## src/rtl/riscv_dm_pkg.sv

```systemverilog
// riscv_dm_pkg
//   Shared DMI widths, request opcodes, response status codes and the
//   state type of the DMI target front-end.
package riscv_dm_pkg;

  localparam int DMI_ADDR_WIDTH = 7;
  localparam int DMI_DATA_WIDTH = 32;
  localparam int DMI_OP_WIDTH   = 2;

  // Request opcodes; value 3 is reserved and answered with a failure.
  typedef enum logic [DMI_OP_WIDTH-1:0] {
    NOP = 2'd0,
    RD  = 2'd1,
    WR  = 2'd2
  } dmi_req_op_t;

  // Response status codes.
  localparam logic [DMI_OP_WIDTH-1:0] RD_OP_SUCCESS = 2'd0;
  localparam logic [DMI_OP_WIDTH-1:0] RD_OP_FAILED  = 2'd2;
  localparam logic [DMI_OP_WIDTH-1:0] RD_OP_BUSY    = 2'd3;

  typedef enum logic [1:0] {
    IDLE   = 2'd0,
    ACCESS = 2'd1,
    RESP   = 2'd2
  } dmi_target_state_t;

endpackage

```

## src/rtl/riscv_dmi_target.sv

```systemverilog
// riscv_dmi_target
//   DMI target front-end of the Debug Module. Accepts one DMI request at a
//   time, performs a single register-bank access for reads/writes and
//   returns a DMI response (data + status).
//
//   state  | meaning
//   -------+---------------------------------------------------------
//   IDLE   | ready for a request (req_ready_o=1)
//   ACCESS | register-bank access in flight (reg_valid_o=1)
//   RESP   | response presented, waiting for resp_ready_i
//
// Ports:
//   clk_i, rst_i              clock, async active-high reset
//   req_valid_i/req_ready_o   DMI request handshake
//   req_addr_i/data_i/op_i    DMI request fields
//   resp_valid_o/resp_ready_i DMI response handshake
//   resp_data_o/resp_op_o     DMI response data and status
//   reg_valid_o/we/addr/wdata register-bank access request
//   reg_done_i/rdata_i/err_i  register-bank single-cycle completion
//
// Optional feature: define RISCV_DMI_TARGET_TIMEOUT_EN to bound the ACCESS
// state to TIMEOUT_CYCLES cycles; expiry yields a failed response.
module riscv_dmi_target
  import riscv_dm_pkg::*;
#(
  parameter int unsigned TIMEOUT_CYCLES = 255
) (
  input  logic                      clk_i,
  input  logic                      rst_i,
  input  logic                      req_valid_i,
  output logic                      req_ready_o,
  input  logic [DMI_ADDR_WIDTH-1:0] req_addr_i,
  input  logic [DMI_DATA_WIDTH-1:0] req_data_i,
  input  logic [DMI_OP_WIDTH-1:0]   req_op_i,
  output logic                      resp_valid_o,
  input  logic                      resp_ready_i,
  output logic [DMI_DATA_WIDTH-1:0] resp_data_o,
  output logic [DMI_OP_WIDTH-1:0]   resp_op_o,
  output logic                      reg_valid_o,
  output logic                      reg_we_o,
  output logic [DMI_ADDR_WIDTH-1:0] reg_addr_o,
  output logic [DMI_DATA_WIDTH-1:0] reg_wdata_o,
  input  logic                      reg_done_i,
  input  logic [DMI_DATA_WIDTH-1:0] reg_rdata_i,
  input  logic                      reg_err_i
);

  dmi_target_state_t state;

`ifdef RISCV_DMI_TARGET_TIMEOUT_EN
  localparam int TMO_W = $clog2(TIMEOUT_CYCLES + 1);
  localparam logic [TMO_W-1:0] TMO_LAST = TMO_W'(TIMEOUT_CYCLES - 1);
  logic [TMO_W-1:0] tmo_cnt;
`else
  // Parameter kept for interface compatibility with the timeout build.
  logic unused_timeout;
  assign unused_timeout = |TIMEOUT_CYCLES;
`endif

  // All outputs are registered so req_ready_o/reg_valid_o never depend
  // combinationally on an input.
  always_ff @(posedge clk_i or posedge rst_i) begin
    if (rst_i) begin
      state        <= IDLE;
      req_ready_o  <= 1'b1;
      resp_valid_o <= 1'b0;
      resp_data_o  <= '0;
      resp_op_o    <= RD_OP_SUCCESS;
      reg_valid_o  <= 1'b0;
      reg_we_o     <= 1'b0;
      reg_addr_o   <= '0;
      reg_wdata_o  <= '0;
`ifdef RISCV_DMI_TARGET_TIMEOUT_EN
      tmo_cnt      <= '0;
`endif
    end else begin
      case (state)
        IDLE: begin
          if (req_valid_i) begin
            req_ready_o <= 1'b0;
            reg_addr_o  <= req_addr_i;
            reg_wdata_o <= req_data_i;
            reg_we_o    <= (req_op_i == WR);
            resp_data_o <= '0;
            if (req_op_i == RD || req_op_i == WR) begin
              state       <= ACCESS;
              reg_valid_o <= 1'b1;
`ifdef RISCV_DMI_TARGET_TIMEOUT_EN
              tmo_cnt     <= '0;
`endif
            end else begin
              // Nop succeeds, reserved opcode fails; neither touches the bank.
              state        <= RESP;
              resp_valid_o <= 1'b1;
              resp_op_o    <= (req_op_i == NOP) ? RD_OP_SUCCESS : RD_OP_FAILED;
            end
          end
        end

        ACCESS: begin
          if (reg_done_i) begin
            state        <= RESP;
            reg_valid_o  <= 1'b0;
            resp_valid_o <= 1'b1;
            resp_op_o    <= reg_err_i ? RD_OP_FAILED : RD_OP_SUCCESS;
            resp_data_o  <= (reg_we_o || reg_err_i) ? '0 : reg_rdata_i;
          end
`ifdef RISCV_DMI_TARGET_TIMEOUT_EN
          // Completion in the expiry cycle wins over the timeout.
          else if (tmo_cnt == TMO_LAST) begin
            state        <= RESP;
            reg_valid_o  <= 1'b0;
            resp_valid_o <= 1'b1;
            resp_op_o    <= RD_OP_FAILED;
            resp_data_o  <= '0;
          end else begin
            tmo_cnt <= tmo_cnt + TMO_W'(1);
          end
`endif
        end

        RESP: begin
          if (resp_ready_i) begin
            state        <= IDLE;
            resp_valid_o <= 1'b0;
            req_ready_o  <= 1'b1;
          end
        end

        default: begin
          state        <= IDLE;
          req_ready_o  <= 1'b1;
          resp_valid_o <= 1'b0;
          reg_valid_o  <= 1'b0;
        end
      endcase
    end
  end

endmodule

```

## config.mk

```make
export PLATFORM = sky130hd
export DESIGN_NAME = riscv_dmi_target
export DESIGN_NICKNAME = d
export VERILOG_FILES = /design/src/rtl/riscv_dm_pkg.sv /design/src/rtl/riscv_dmi_target.sv
export SDC_FILE = /design/constraint.sdc
export NUM_CORES = 1
export LEC_CHECK = 0
export ABC_AREA = 0
export CAP_MARGIN = 40
export CORE_MARGIN = 2
export CORE_UTILIZATION = 44
export DETAILED_ROUTE_END_ITERATION = 8
export PLACE_DENSITY_LB_ADDON = 0.12
export SETUP_SLACK_MARGIN = 0.4
export SYNTH_ARGS = -nofsm -noshare
export SYNTH_HDL_FRONTEND = slang
export SYNTH_SLANG_ARGS = --single-unit
```

## constraint.sdc

```tcl
create_clock -name clk_i -period 6 [get_ports clk_i]
set_clock_uncertainty 0.15 [all_clocks]
set_input_delay 0.9 -clock clk_i [delete_from_list [all_inputs] [get_ports clk_i]]
set_output_delay 0.9 -clock clk_i [all_outputs]
set_load 0.05 [all_outputs]
```

# Word-level counts from Yosys, hierarchy flattened
# Index checks and enable logic that the tools add are counted.
# W data, S select, Z words.
# word_totals
regBits	79
out_inout_bits	77
# op_classes
n_eq_ne	9
n_mux	27
bitwise_logic	2
n_reduce_logical	12
# op_table
operator	count
$mux W32	3
$pmux W32 S2	1
$mux W2	9
$reduce_and A4 Y1	3
$ne A2 B2 Y1 const B	5
$mux W1	9
$pmux W1 S3	3
$reduce_and A3 Y1	3
$pmux W2 S3	1
$eq A2 B1 Y1 const B	2
$eq A2 B2 Y1 const B	2
$logic_not A2 Y1	2
$pmux W2 S2	1
$logic_or A1 B1 Y1	2
$not A1 Y1	2
$reduce_and A2 Y1	1
$reduce_bool A2 Y1	1

# Logic depth before layout (Yosys ltp)
# logic_depth
word_depth	5
mapped_depth	6
ltp_nobuf	5

# Least setup slack after synthesis
# OpenSTA, ideal clock, no wires.
# synth_timing
path_kind	input -> register
startpoint	in req_op_i[0]
endpoint	reg resp_op_o[1]
arrival_time_ns	1.880
path_slack_ns	3.845
stages	4
path_buffers	0
cell_sequence	inv_1 -> ha_1 -> o32ai_1 -> mux2_2
# synth_between
elab_chain_len	5
# synth_rtl
item	line_no	source
start: declaration	riscv_dmi_target.sv:34	input logic [DMI_OP_WIDTH-1:0] req_op_i,
$logic_not A2 Y1	riscv_dmi_target.sv:95	resp_op_o <= (req_op_i == NOP) ? RD_OP_SUCCESS : RD_OP_FAILED;
$mux W2	riscv_dmi_target.sv:95	
$mux W2	riscv_dmi_target.sv:85	if (req_op_i == RD || req_op_i == WR) begin
$mux W2	riscv_dmi_target.sv:79	if (req_valid_i) begin
$pmux W2 S2	riscv_dmi_target.sv:77	case (state)
end signal: assignment	riscv_dmi_target.sv:95	
end signal: assignment	riscv_dmi_target.sv:105	resp_op_o <= reg_err_i ? RD_OP_FAILED : RD_OP_SUCCESS;
end: declaration	riscv_dmi_target.sv:38	output logic [DMI_OP_WIDTH-1:0] resp_op_o,
# Several ways; a longest one is shown, not always the timed one. The select of a mux whose other input is x is not followed.
# A chain may end at the register's enable or synchronous reset.

# Worst setup path after layout
# layout_timing
startpoint	reg req_ready_o
endpoint	out req_ready_o
# layout_rtl
item	line_no	source
start: declaration	riscv_dmi_target.sv:31	output logic req_ready_o,
start signal: assignment	riscv_dmi_target.sv:65	req_ready_o <= 1'b1;
start signal: assignment	riscv_dmi_target.sv:80	req_ready_o <= 1'b0;
start signal: assignment	riscv_dmi_target.sv:126	req_ready_o <= 1'b1;
# No word-level cell between the ends.

==> metrics.yaml <==
outcome:
  status: "complete, no violations"
sta:
  max_freq_ghz: 0.3663
  fin_tns_setup_ps: 0
  worst_pin_slew_ps: 717.2
  slew-limit-headroom_pct: 52.19
  fin_worst_hold_slack_ps: 361.3
  fin_crit_sh_pct: 45.50
  finalSetupViolations: 0
  setup_slack_ps: 3270
  post-route-min-period_ps: 2730
  rsz0062_at_grt: "no"
  hold_viol: 0
  finalMaxSlewViolations: 0
setup_path:
  cp_max_fo: 3
  crit_family: "buffers and inverters"
  cp_cell_sequence: "clkdlybuf4s50_1"
  cpPeakStageDelay_ps: 800
  cp_slowest_cell: "clkdlybuf4s50_1"
  worstSetupPathType: "reg2out"
  crit_path_start_kind: "flip-flop"
  worst-path-buf-inv: 1
  end_kind: "output pin"
  crit_required_ps: 4950
  cp.arrival_ps: 1680
logic_synthesis:
  yosys.area_share.simple_pct: 3.090
  yosys_warnings: 0
  synth.area.mux_share_pct: 19.12
  avgSynthCellArea_um2: 16.08
  syn_area_mm2: 0.003199
  synth.yosys.seq_area_share_pct: 61.05
  synth_top_family_by_area: "multiplexers"
  synth_flop_cell: "dfrtp_1"
  synthCells: 199
  synth_async_sr_flop_share_pct: 100.0
  synth_cell_type_count: 28
  synth_edf_count: 0
  synthXorXnorAreaFrac_pct: 0
  yosys.area_share.adder_pct: 0.7822
  syn_nets: 280
  synth-seq-cells: 78
  synth-compound-area-share_pct: 11.07
placed_design:
  io_buffer_count: 154
  hpwlAfterDp_um: 5472
  gp_congestion: 0.8082
  pre_cts_slack_ps: 3010
global_routing:
  grt_pass1_wl_um: 11720
  grtUsageTotal_pct: 19.35
  grt_pass1_vias: 2333
  antenna_found_initial: 0
  grt_max_degree: 61
  overflow: 0
power_and_ir_drop:
  p_leak_uw: 0.002245
  powerDensity_mw_per_mm2: 565.8
  p_total_uw: 2862
  peakVddDrop_uv: 301.3
floorplanning:
  die_area_mm2: 0.007969
  coreArea_mm2: 0.007137
  start_util_pct: 44.83
  die_x_um: 89.27
  die_y_um: 89.27
  io_pins: 156
  fp-row-count: 31
cts:
  cts_tree: "done"
  cts_num_sinks: 78
  ctsHoldBuffers: 0
  cts_root_buffer: "clkbuf_8"
  post_cts_resized: 0
  post_cts_buffers: 0
  clkLatencyLatePin_ps: 330
  path_clk_slew_ps: 80
  cts-buffers-inserted: 9
  cts.htree.levels: 3
  cts_max_path_buffers: 2
drt:
  routed_wl_um: 7603
  ant_nets: 0
  drc: 0
  drt_iter0_drc: 51
  avgRoutedWirePerCell_um: 16.56
  vias: 2244
  viasPerCell: 4.889
  drtPass1Iterations: 6
cells_and_area:
  layout.cells.most_common: "clkdlybuf4s50_1"
  mostFrequentLayoutCells: "clkdlybuf4s50_1 (154), dfrtp_1 (77), mux2_4 (40)"
  drive_gt1_share_pct: 18.89
  final_util_pct: 70.88
  antenna_cells: 0
  final_nets: 436
  syn2layout_area_growth_pct: 58.11
run:
  cap_violations: 0
worst_hold_path:
  worstHoldPathType: "reg2reg"
## cell usage after synthesis (all sizes together) (2+ instances only)
library cell	count	area, um2
nor2	4	15.01
dfrtp	77	1927
nor2b	3	21.27
nand2	2	7.510
mux2	41	611.8
a22o	32	280.3
ha	2	25.02
nand2b	2	20.02
inv	5	21.27
o22ai	2	12.51
a21oi	5	25.02
buf	14	131.4
## path summary, 6_finish.rpt
path / from / endpoint / slack [ps] / depth (start not counted)
worst max register to register: state[1] / reg_wdata_o[9] / 3920 / 4
worst min-delay path: resp_data_o[7] / resp_data_o[7] / 360 / 1
worst max-delay path: req_ready_o / req_ready_o / 3270 / 1
worst min register to register: resp_data_o[7] / resp_data_o[7] / 360 / 1
max in group asynchronous: rst_i / req_ready_o / 4300 / 4
min in group asynchronous: rst_i / reg_wdata_o[20] / 780 / 3
## metal layers
layer | part of all wire [%] | track usage (%) | vias to the layer above
met5 | 0 | 0 | -
met4 | 3.1 | 9.091 | 0
met3 | 7.9 | 4.894 | 20
met2 | 46 | 28.96 | 104
met1 | 43 | 26.51 | 1089
li1 | - | - | 1031
## flip-flops by register name, summed over array words and instances (netlist names)
signal / flops
req_ready_o: 1
resp_op_o: 1
reg_addr_o: 7
state: 2
reg_we_o: 1
resp_valid_o: 1
reg_wdata_o: 32
reg_valid_o: 1
resp_data_o: 32
## cell type report
type | count | area, um2
fillers | 546 | 2078
flip-flops and latches | 78 | 1953
repair buffers | 159 | 1619
multi-input cells | 102 | 1095
clock buffers | 11 | 141.4
well taps | 99 | 123.9
clock inverters | 5 | 103.9
inverters | 5 | 22.52
## per-stage QoR
| step | cells | cell area [um2] |
|---|---|---|
| after floorplan | 199 | 3199 |
| after global placement | 441 | 4758 |
| after detailed placement | 443 | 4813 |
| after CTS | 459 | 5059 |
| after global routing | 459 | 5059 |
| final | 459 | 5059 |
## report_power, final
part	internal, uW	total (uW)	switching [uW]	leakage, uW
registers	717	845	128	0.000978
clock network	289	474	185	0.000124
logic	634	1540	909	0.00114
## worst reg2reg max path: stages (launching register included)
cell,delay [ps]
dfrtp_1,520
nor2b_2,200
and2_2,150
buf_4,550
mux2_4,400
## cells by family after synthesis
| logic type | count (synthesis) |
|---|---|
| DFF | 78 |
| AOI/OAI and AO/OA | 44 |
| muxes | 41 |
| buffers and inverters | 19 |
| and+or+nand+nor | 14 |
| adders and majority gates | 2 |
| other | 1 |
(Power assumes the default switching activity.)
